[config.mk]
export PLATFORM = sky130hd
export DESIGN_NAME = cpu_debug_core
export DESIGN_NICKNAME = d
export VERILOG_FILES = /design/src/rtl/cpu_debug_core.sv
export SDC_FILE = /design/constraint.sdc
export NUM_CORES = 1
export LEC_CHECK = 0
export BUFFER_PORTS_ARGS = -buffer_cell sky130_fd_sc_hd__buf_2
export CORE_MARGIN = 2
export CORE_UTILIZATION = 61
export CTS_CLUSTER_DIAMETER = 60
export CTS_CLUSTER_SIZE = 8
export DETAILED_ROUTE_END_ITERATION = 6
export PLACE_DENSITY_LB_ADDON = 0.05
export SLEW_MARGIN = 20
export SYNTH_ARGS = -nofsm -noshare
export SYNTH_HDL_FRONTEND = slang
export SYNTH_SLANG_ARGS = --single-unit
[constraint.sdc]
create_clock -name clk -period 3 [get_ports clk]
set_clock_uncertainty 0.05 [all_clocks]
set_input_delay 0.6 -clock clk [delete_from_list [all_inputs] [get_ports clk]]
set_output_delay 0.6 -clock clk [all_outputs]
set_load 0.01 [all_outputs]
[src/rtl/cpu_debug_core.sv]
// UART-controlled single-step R-type core (ADD/SUB/MUL/DIV) with an on-chip debugger.
// Define CPU_UART_ECHO_EN to retransmit every correctly received byte on tx.
module cpu_debug_core #(
    parameter int unsigned CLKS_PER_BIT = 5208,
    parameter int unsigned IMEM_AW      = 6
) (
    input  logic clk,
    input  logic reset,
    input  logic rx,
    output logic tx,
    output logic CPU_clk,
    output logic CPU_reset
);
    localparam int unsigned   CW       = $clog2(CLKS_PER_BIT);
    localparam logic [CW-1:0] BIT_END  = CW'(CLKS_PER_BIT - 1);
    localparam logic [CW-1:0] HALF_END = CW'(CLKS_PER_BIT / 2 - 1);

    localparam logic [31:0] CMD_RST1 = 32'h3154_5352;
    localparam logic [31:0] CMD_RST0 = 32'h3054_5352;
    localparam logic [31:0] CMD_IMEN = 32'h6E45_4D49;
    localparam logic [31:0] CMD_CCLK = 32'h6B6C_6363;
    localparam logic [31:0] CMD_ZERO = 32'h3030_3030;

    typedef enum logic [1:0] {RX_IDLE, RX_START, RX_DATA, RX_STOP} rx_state_t;

    rx_state_t           rx_state_q, rx_state_d;
    logic                rx_meta_q, rx_sync_q, rx_prev_q;
    logic [CW-1:0]       rx_cnt_q, rx_cnt_d;
    logic [2:0]          rx_bit_q, rx_bit_d;
    logic [7:0]          rx_shift_q, rx_shift_d;
    logic                byte_valid_q, byte_valid_d;
    logic [1:0]          byte_cnt_q, byte_cnt_d;
    logic [31:0]         word_q, word_d;
    logic [31:0]         word;
    logic                word_valid;
    logic                cpu_reset_q, cpu_reset_d;
    logic                cpu_clk_q, cpu_clk_d, cpu_clk_prev_q;
    logic                prog_mode_q, prog_mode_d;
    logic                slot_q, slot_d;
    logic [IMEM_AW-1:0]  addr_q, addr_d;
    logic [31:0]         data_q, data_d;
    logic [IMEM_AW-1:0]  pc_q, pc_d;
    logic [31:0]         regs_q [32];
    logic [31:0]         regs_d [32];
    logic [31:0]         imem_q [1 << IMEM_AW];
    logic                step, imem_we;
    logic [31:0]         instr, rs_val, rt_val, alu;
    logic                alu_en;
    logic                unused_shamt;

    always_ff @(posedge clk or negedge reset) begin
        if (!reset) begin
            rx_meta_q <= 1'b1;
            rx_sync_q <= 1'b1;
            rx_prev_q <= 1'b1;
        end else begin
            rx_meta_q <= rx;
            rx_sync_q <= rx_meta_q;
            rx_prev_q <= rx_sync_q;
        end
    end

    always_comb begin
        rx_state_d   = rx_state_q;
        rx_cnt_d     = rx_cnt_q;
        rx_bit_d     = rx_bit_q;
        rx_shift_d   = rx_shift_q;
        byte_valid_d = 1'b0;
        case (rx_state_q)
            RX_IDLE: begin
                if (rx_prev_q && !rx_sync_q) begin
                    rx_state_d = RX_START;
                    rx_cnt_d   = '0;
                end
            end
            RX_START: begin
                if (rx_cnt_q == HALF_END) begin
                    rx_cnt_d   = '0;
                    rx_bit_d   = '0;
                    rx_state_d = rx_sync_q ? RX_IDLE : RX_DATA;
                end else begin
                    rx_cnt_d = rx_cnt_q + 1'b1;
                end
            end
            RX_DATA: begin
                if (rx_cnt_q == BIT_END) begin
                    rx_cnt_d   = '0;
                    rx_shift_d = {rx_sync_q, rx_shift_q[7:1]};
                    rx_bit_d   = rx_bit_q + 3'd1;
                    if (rx_bit_q == 3'd7) rx_state_d = RX_STOP;
                end else begin
                    rx_cnt_d = rx_cnt_q + 1'b1;
                end
            end
            default: begin
                if (rx_cnt_q == BIT_END) begin
                    rx_cnt_d     = '0;
                    rx_state_d   = RX_IDLE;
                    byte_valid_d = rx_sync_q;
                end else begin
                    rx_cnt_d = rx_cnt_q + 1'b1;
                end
            end
        endcase
    end

    // Word is presented combinationally in the 4th byte's valid cycle; command state registers it.
    always_comb begin
        word       = {rx_shift_q, word_q[31:8]};
        word_valid = byte_valid_q && (byte_cnt_q == 2'd3);
        word_d     = byte_valid_q ? word : word_q;
        byte_cnt_d = byte_valid_q ? byte_cnt_q + 2'd1 : byte_cnt_q;

        cpu_reset_d = cpu_reset_q;
        cpu_clk_d   = cpu_clk_q;
        prog_mode_d = prog_mode_q;
        slot_d      = slot_q;
        addr_d      = addr_q;
        data_d      = data_q;
        if (word_valid) begin
            case (word)
                CMD_RST1: cpu_reset_d = 1'b1;
                CMD_RST0: cpu_reset_d = 1'b0;
                CMD_IMEN: begin
                    prog_mode_d = !prog_mode_q;
                    slot_d      = 1'b0;
                end
                CMD_CCLK: cpu_clk_d = 1'b1;
                CMD_ZERO: cpu_clk_d = 1'b0;
                default: begin
                    if (prog_mode_q) begin
                        if (!slot_q) addr_d = word[IMEM_AW-1:0];
                        else         data_d = word;
                        slot_d = !slot_q;
                    end
                end
            endcase
        end
    end

    always_comb begin
        step         = cpu_clk_q && !cpu_clk_prev_q;
        imem_we      = step && prog_mode_q;
        instr        = imem_q[pc_q];
        unused_shamt = ^instr[10:6];
        rs_val       = (instr[25:21] == 5'd0) ? '0 : regs_q[instr[25:21]];
        rt_val       = (instr[20:16] == 5'd0) ? '0 : regs_q[instr[20:16]];
        alu_en       = 1'b1;
        case (instr[5:0])
            6'd4:    alu = rs_val + rt_val;
            6'd5:    alu = rs_val - rt_val;
            6'd6:    alu = rs_val * rt_val;
            6'd7:    alu = (rt_val == '0) ? '1 : rs_val / rt_val;
            default: begin
                alu    = '0;
                alu_en = 1'b0;
            end
        endcase

        regs_d = regs_q;
        pc_d   = pc_q;
        if (cpu_reset_q) begin
            pc_d = '0;
            for (int unsigned i = 0; i < 32; i++) regs_d[i] = 32'(i);
        end else if (step && !prog_mode_q) begin
            if (instr[31:26] == 6'd0 && alu_en && instr[15:11] != 5'd0)
                regs_d[instr[15:11]] = alu;
            pc_d = pc_q + 1'b1;
        end
    end

    always_ff @(posedge clk or negedge reset) begin
        if (!reset) begin
            rx_state_q     <= RX_IDLE;
            rx_cnt_q       <= '0;
            rx_bit_q       <= '0;
            rx_shift_q     <= '0;
            byte_valid_q   <= 1'b0;
            byte_cnt_q     <= '0;
            word_q         <= '0;
            cpu_reset_q    <= 1'b1;
            cpu_clk_q      <= 1'b0;
            cpu_clk_prev_q <= 1'b0;
            prog_mode_q    <= 1'b0;
            slot_q         <= 1'b0;
            addr_q         <= '0;
            data_q         <= '0;
            pc_q           <= '0;
            for (int unsigned i = 0; i < 32; i++) regs_q[i] <= 32'(i);
        end else begin
            rx_state_q     <= rx_state_d;
            rx_cnt_q       <= rx_cnt_d;
            rx_bit_q       <= rx_bit_d;
            rx_shift_q     <= rx_shift_d;
            byte_valid_q   <= byte_valid_d;
            byte_cnt_q     <= byte_cnt_d;
            word_q         <= word_d;
            cpu_reset_q    <= cpu_reset_d;
            cpu_clk_q      <= cpu_clk_d;
            cpu_clk_prev_q <= cpu_clk_q;
            prog_mode_q    <= prog_mode_d;
            slot_q         <= slot_d;
            addr_q         <= addr_d;
            data_q         <= data_d;
            pc_q           <= pc_d;
            regs_q         <= regs_d;
        end
    end

    always_ff @(posedge clk) begin
        if (imem_we) imem_q[addr_q] <= data_q;
    end

    assign CPU_clk   = cpu_clk_q;
    assign CPU_reset = cpu_reset_q;

`ifdef CPU_UART_ECHO_EN
    logic          tx_busy_q, tx_busy_d;
    logic [CW-1:0] tx_cnt_q, tx_cnt_d;
    logic [3:0]    tx_bits_q, tx_bits_d;
    logic [9:0]    tx_shift_q, tx_shift_d;

    // Frame is {stop, data, start}, shifted out LSB first; a byte arriving mid-frame is not echoed.
    always_comb begin
        tx_busy_d  = tx_busy_q;
        tx_cnt_d   = tx_cnt_q;
        tx_bits_d  = tx_bits_q;
        tx_shift_d = tx_shift_q;
        if (!tx_busy_q) begin
            if (byte_valid_q) begin
                tx_shift_d = {1'b1, rx_shift_q, 1'b0};
                tx_bits_d  = 4'd9;
                tx_cnt_d   = '0;
                tx_busy_d  = 1'b1;
            end
        end else if (tx_cnt_q == BIT_END) begin
            tx_cnt_d   = '0;
            tx_shift_d = {1'b1, tx_shift_q[9:1]};
            if (tx_bits_q == 4'd0) tx_busy_d = 1'b0;
            else                   tx_bits_d = tx_bits_q - 4'd1;
        end else begin
            tx_cnt_d = tx_cnt_q + 1'b1;
        end
        tx = tx_busy_q ? tx_shift_q[0] : 1'b1;
    end

    always_ff @(posedge clk or negedge reset) begin
        if (!reset) begin
            tx_busy_q  <= 1'b0;
            tx_cnt_q   <= '0;
            tx_bits_q  <= '0;
            tx_shift_q <= '1;
        end else begin
            tx_busy_q  <= tx_busy_d;
            tx_cnt_q   <= tx_cnt_d;
            tx_bits_q  <= tx_bits_d;
            tx_shift_q <= tx_shift_d;
        end
    end
`else
    always_comb tx = 1'b1;
`endif

endmodule

Yosys cells after proc, flatten, opt, wreduce, memory -nomap -nowiden
Cells that the tools add are included.

Flip-flop bits (word level): 66. Input port bits: 3. Output and inout bits: 3.

Add/subtract/negate cells: 3. Equal/unequal tests: 14. Multiplexer cells: 18. Reduce and logical (&&, ||, !) cells: 14.

Operator list (number): $eq 32x30->1 const B (3); $mux 13 (3); $eq 32x31->1 const B (1); $pmux 13 s2 (1); $add 13x1->13 const B (1); $eq 13x12->1 const B (1); $eq 13x13->1 const B (1); $mux 2 (6); $ne 2x2->1 const B (4); $mux 3 (2); $pmux 2 s3 (1); $pmux 3 s2 (1); $reduce_and 2->1 (3); $reduce_bool 2->1 (3); $reduce_and 5->1 (1); $eq 2x2->1 const B (2); $pmux 1 s2 (2); $add 3x1->3 const B (1); $eq 3x3->1 const B (1); $reduce_and 3->1 (1); $reduce_bool 3->1 (1); $reduce_or 3->1 (1); $add 2x1->2 const B (1); $eq 2x1->1 const B (1); other kinds (4) (6).

Depth between registers and ports, before layout
Depth in word-level cells: 4. Depth in mapped cells: 7.

Least setup slack after synthesis
Ideal clock, no wire load.

Path kind: flip-flop to flip-flop. Start point: reg rx_cnt_q[0]. End point: reg rx_shift_q[0]. Library setup time: 0.128 ns. Data arrival time: 1.895 ns. Slack: 0.928 ns. Stages on the path, launching flop included: 7. Period minus slack after synthesis: 2.072 ns. Cells stage by stage: dfrtp_1 > ha_1 > or3b_4 > nor4_4 > nand2_1 > nor2_4 > mux2_1.

Longest elaborated chain between the ends: 2.

RTL lines: from (decl) (line 28) `logic [CW-1:0] rx_cnt_q, rx_cnt_d;`; from (signal assigned) (line 192) `rx_cnt_q <= rx_cnt_d;`; $eq 13x13->1 (line 86) `if (rx_cnt_q == BIT_END) begin`; $reduce_and 2->1 (no line); to (signal assigned) (line 194) `rx_shift_q <= rx_shift_d;`; to (decl) (line 30) `logic [7:0] rx_shift_q, rx_shift_d;`.

Every way passes these cells. A chain may end at the register's enable or synchronous reset.

Worst setup path in the final report
Start point: reg rx_cnt_q[0]. End point: reg rx_cnt_q[6].

Longest elaborated chain between the ends: 3.

RTL lines: $add 13x1->13 (tied with other cells) (line 82, 92, 101); $mux 13, on equally long branches (line 86, 96, 77); $pmux 13 s2 * (line 69) `case (rx_state_q)`.

Every way passes the cells marked *; elsewhere a longest branch is shown, timed or not.

==> metrics.log <==
[metrics] status: completed
[metrics] period utilization: 78.4%
[metrics] clock network fraction of total power: 36.1%
[metrics] post-layout min period: 2350 ps
[metrics] die outline area: 4980 um^2
[metrics] total negative setup slack: 0 ps
[metrics] non-filler cells, final: 289
[metrics] leakage power of the design: 1.43 nW
[metrics] combinational group share of total power: 10.8%
[metrics] Pins Over Slew Limit: 0
[metrics] number of flops mapped to enable cells by yosys: 0
[metrics] routability cong.: 0.786
[metrics] Std-Cell Rows: 24
[metrics] required time worst endpoint: 3170 ps
[metrics] TritonCTS clock tree: yes
[metrics] Die X-Extent: 70.6 um
[metrics] TritonCTS Buffers: 9
[metrics] die extent in y: 70.6 um
[metrics] worst reg2reg endpoint: rx_cnt_q[6]
[metrics] Syn Area/Cell: 12.0 um^2
[metrics] Commonest cells post-synth: dfrtp_1 (54), mux2_2 (25), nor2_1 (11), a21oi_1 (9), mux2_1 (9)
[metrics] Post-Layout Inst Area: 2930 um^2
[metrics] endpoint arrival time on the critical path: 2520 ps
[metrics] Min Hold Slack: 211 ps
[metrics] I/O pin total: 6
[metrics] share of layout cells above drive strength 1: 21.9%
[metrics] CTS Hold Bufs: 0
[metrics] setup slack of the worst register-to-register path: 650 ps
[metrics] total half-perimeter wirelength after legalization and detailed placement: 3200 um
[metrics] Port-buffer cells: 4
[metrics] Final Total Pwr: 1.67 mW
[metrics] grt ovf: 0
[metrics] critical path type: reg -> reg
[metrics] post-route antenna net violation count: 0
[metrics] antenna violations before repair: 0
[metrics] Critical Path End Type: register
[metrics] largest net degree at the start of global routing: 59
[metrics] routed length per placed instance: 16.5 um
[metrics] number of vias after detailed routing: 1774
[metrics] clock network latency to the later pin of the worst-skew pair: 340 ps
[metrics] CP Launch Type: register
[metrics] RSZ-0062 raised after global routing: no
[metrics] number of distinct library cells after synthesis: 49
[metrics] post-synthesis sequential element count: 58
[metrics] highest ir drop seen on vdd: 422 uV
[metrics] synthesized cell area: 2700 um^2
[metrics] Achievable Freq: 0.425 GHz
[metrics] Final Net Count: 239
[metrics] number of antenna diodes: 0
[metrics] Initial DRT Pass Iterations: 4
[metrics] # Post-CTS Setup Buffers: 0
[metrics] number of global-route vias before repair: 1794
[metrics] cells resized by post-CTS repair: 0
[metrics] Critical Path Fanout Max: 12
[metrics] warnings from Yosys: 0
[metrics] total nets after synthesis: 232
[metrics] average via count per standard cell: 6.14
[metrics] utilization after layout: 67.8%
[metrics] total internal power: 1.24 mW
[metrics] Seq pwr share: 53.0%
[metrics] number of cells produced by synthesis: 225
[metrics] R2R Path Start: rx_cnt_q[0]
[metrics] total core area: 4320 um^2
[metrics] clock-pin slew reported for the worst setup and hold paths after clock tree synthesis: 60 ps
[metrics] power density cells: 569 nW/um^2
[metrics] setup-violating endpoint count in the final report: 0
[metrics] max-capacitance violation count: 0
[metrics] switching share of power: 25.8%
[metrics] Root Buffer Master: clkbuf_8
[metrics] top area cells in the synthesized netlist: dfrtp_1 (50%), mux2_2 (10%), dfstp_2 (3.9%)
[metrics] DP Worst Slack: 656 ps
[metrics] cell type contributing the most total cell area after synthesis: dfrtp_1
[metrics] maximum buffer depth of the clock tree: 2
[metrics] first-pass GRT wire length: 8310 um
[metrics] share of flip-flops with an asynchronous set or reset after synthesis: 100%
[metrics] iteration-0 DRC count of the detailed router: 92
[metrics] final hold violations: 0
[metrics] flip-flop cell with the highest count after synthesis: dfrtp_1
[metrics] setup slack of the critical path after layout: 649 ps
[metrics] number of cells on the worst reg-to-reg path: 6
[metrics] Sw Pwr: 0.431 mW
[metrics] H-tree levels: 3
[metrics] total instance count after detailed placement: 273
[metrics] final routed wirelength across all metal layers: 4770 um
[metrics] drc violations: 0
[metrics] worst min path class: in -> async
[metrics] placed instance area: 2770 um^2
[metrics] Tot GR Track Use: 21.8%
[metrics] sequential cell area fraction in the yosys report: 53.9%
[metrics] top-count cell post-synth: dfrtp_1
[metrics] sinks on the clock net: 58
[metrics] initial core utilization: 62.5%
[metrics] fill count: 341
[metrics] area share of the largest cell type after synthesis: 50.0%
[metrics] synth-to-layout area growth: 8.52%
==> routing by layer <==
layer	GRT usage [%]	routed length (um)	vias to the layer above
met1	26.2	2100	904
met2	35.8	2410	26
li1	-	-	832
met4	11.7	116	0
met3	6.13	151	12
met5	0	0	-
==> sequential cells by signal, summed over array words and instances (netlist names) <==
signal and count:
rx_shift_q 8, CPU_reset 1, CPU_clk 1, rx_bit_q 3, rx_cnt_q 13, word_q 24, byte_valid_q 1, rx_meta_q 1
rx_state_q 2, rx_prev_q 1, byte_cnt_q 2, rx_sync_q 1
==> power by group through the flow <==
stage          clock network, mW  registers [mW]  logic (mW)
6_report                   0.603           0.886       0.181
5_1_grt                    0.656           0.894       0.209
4_1_cts                    0.617           0.884       0.184
3_5_place_dp                   0           0.899       0.183
3_3_place_gp                   0           0.892       0.175
2_1_floorplan                  0           0.867       0.159
==> area by class of cell <==
class / instances / area [um^2] / share of cell area [%]
Clock buffer: 16 / 160 / 5.46
Inverter: 6 / 22.5 / 0.768
Multi-Input combinational cell: 150 / 1170 / 40.0
Sequential cell: 58 / 1460 / 49.7
Tap cell: 52 / 65.1 / 2.22
Timing Repair Buffer: 7 / 55.1 / 1.88
==> kinds of logic (layout without fill, tap and decap cells) <==
group	count (synthesis)	in the layout	synth area share, %
DFF	58	58	53.9
other	1	1	0.139
muxes	35	35	14.5
AOI/OAI and AO/OA	32	32	7.59
and+or+nand+nor	72	72	17.4
buffers and inverters	17	29	2.68
xor gates and xnor gates	6	6	1.94
adders and majority gates	4	4	1.85
==> critical path, stage by stage, from the launching register on <==
cell       delay [ps]
dfrtp_1           380
ha_1              200
or3b_4            420
nand4b_1          290
a2bb2oi_2         470
and2_1            330
nor2_1             80
==> worst max-delay path by stage <==
| stage | slack, ps | end | from | cells past startpoint |
|---|---|---|---|---|
| 2_1_floorplan | 930 | rx_shift_q[0] | rx_cnt_q[0] | 6 |
| 3_3_place_gp | 780 | rx_cnt_q[6] | rx_cnt_q[0] | 6 |
| 3_5_place_dp | 660 | rx_cnt_q[6] | rx_cnt_q[0] | 6 |
| 4_1_cts | 650 | rx_cnt_q[6] | rx_cnt_q[0] | 6 |
| 5_1_grt | 520 | rx_cnt_q[6] | rx_cnt_q[0] | 6 |
| 6_report | 650 | rx_cnt_q[6] | rx_cnt_q[0] | 6 |
==> placed cells by master (no fill, tap or decap), types with 2 or more instances in the layout <==
cell type  count
o21ai_0        3
o22ai_1        2
mux2_2        25
nor3_1         3
dfstp_2        4
a21o_1         6
dfrtp_1       54
nand4_1        7
and3_1         6
and2_1         3
a21oi_1        9
clkbuf_8      10
buf_2          4
o21ai_1        6
nor2_1        11
nor4b_1        2
xor2_1         5
ha_1           4
nor3b_1        7
inv_1          6
buf_4          2
mux2_1         9
nand3b_1       2
nand2_1        4
nor4_1         5
clkbuf_1       6
nand3_1        8
nand4b_1       2
(Power assumes the default switching activity.)
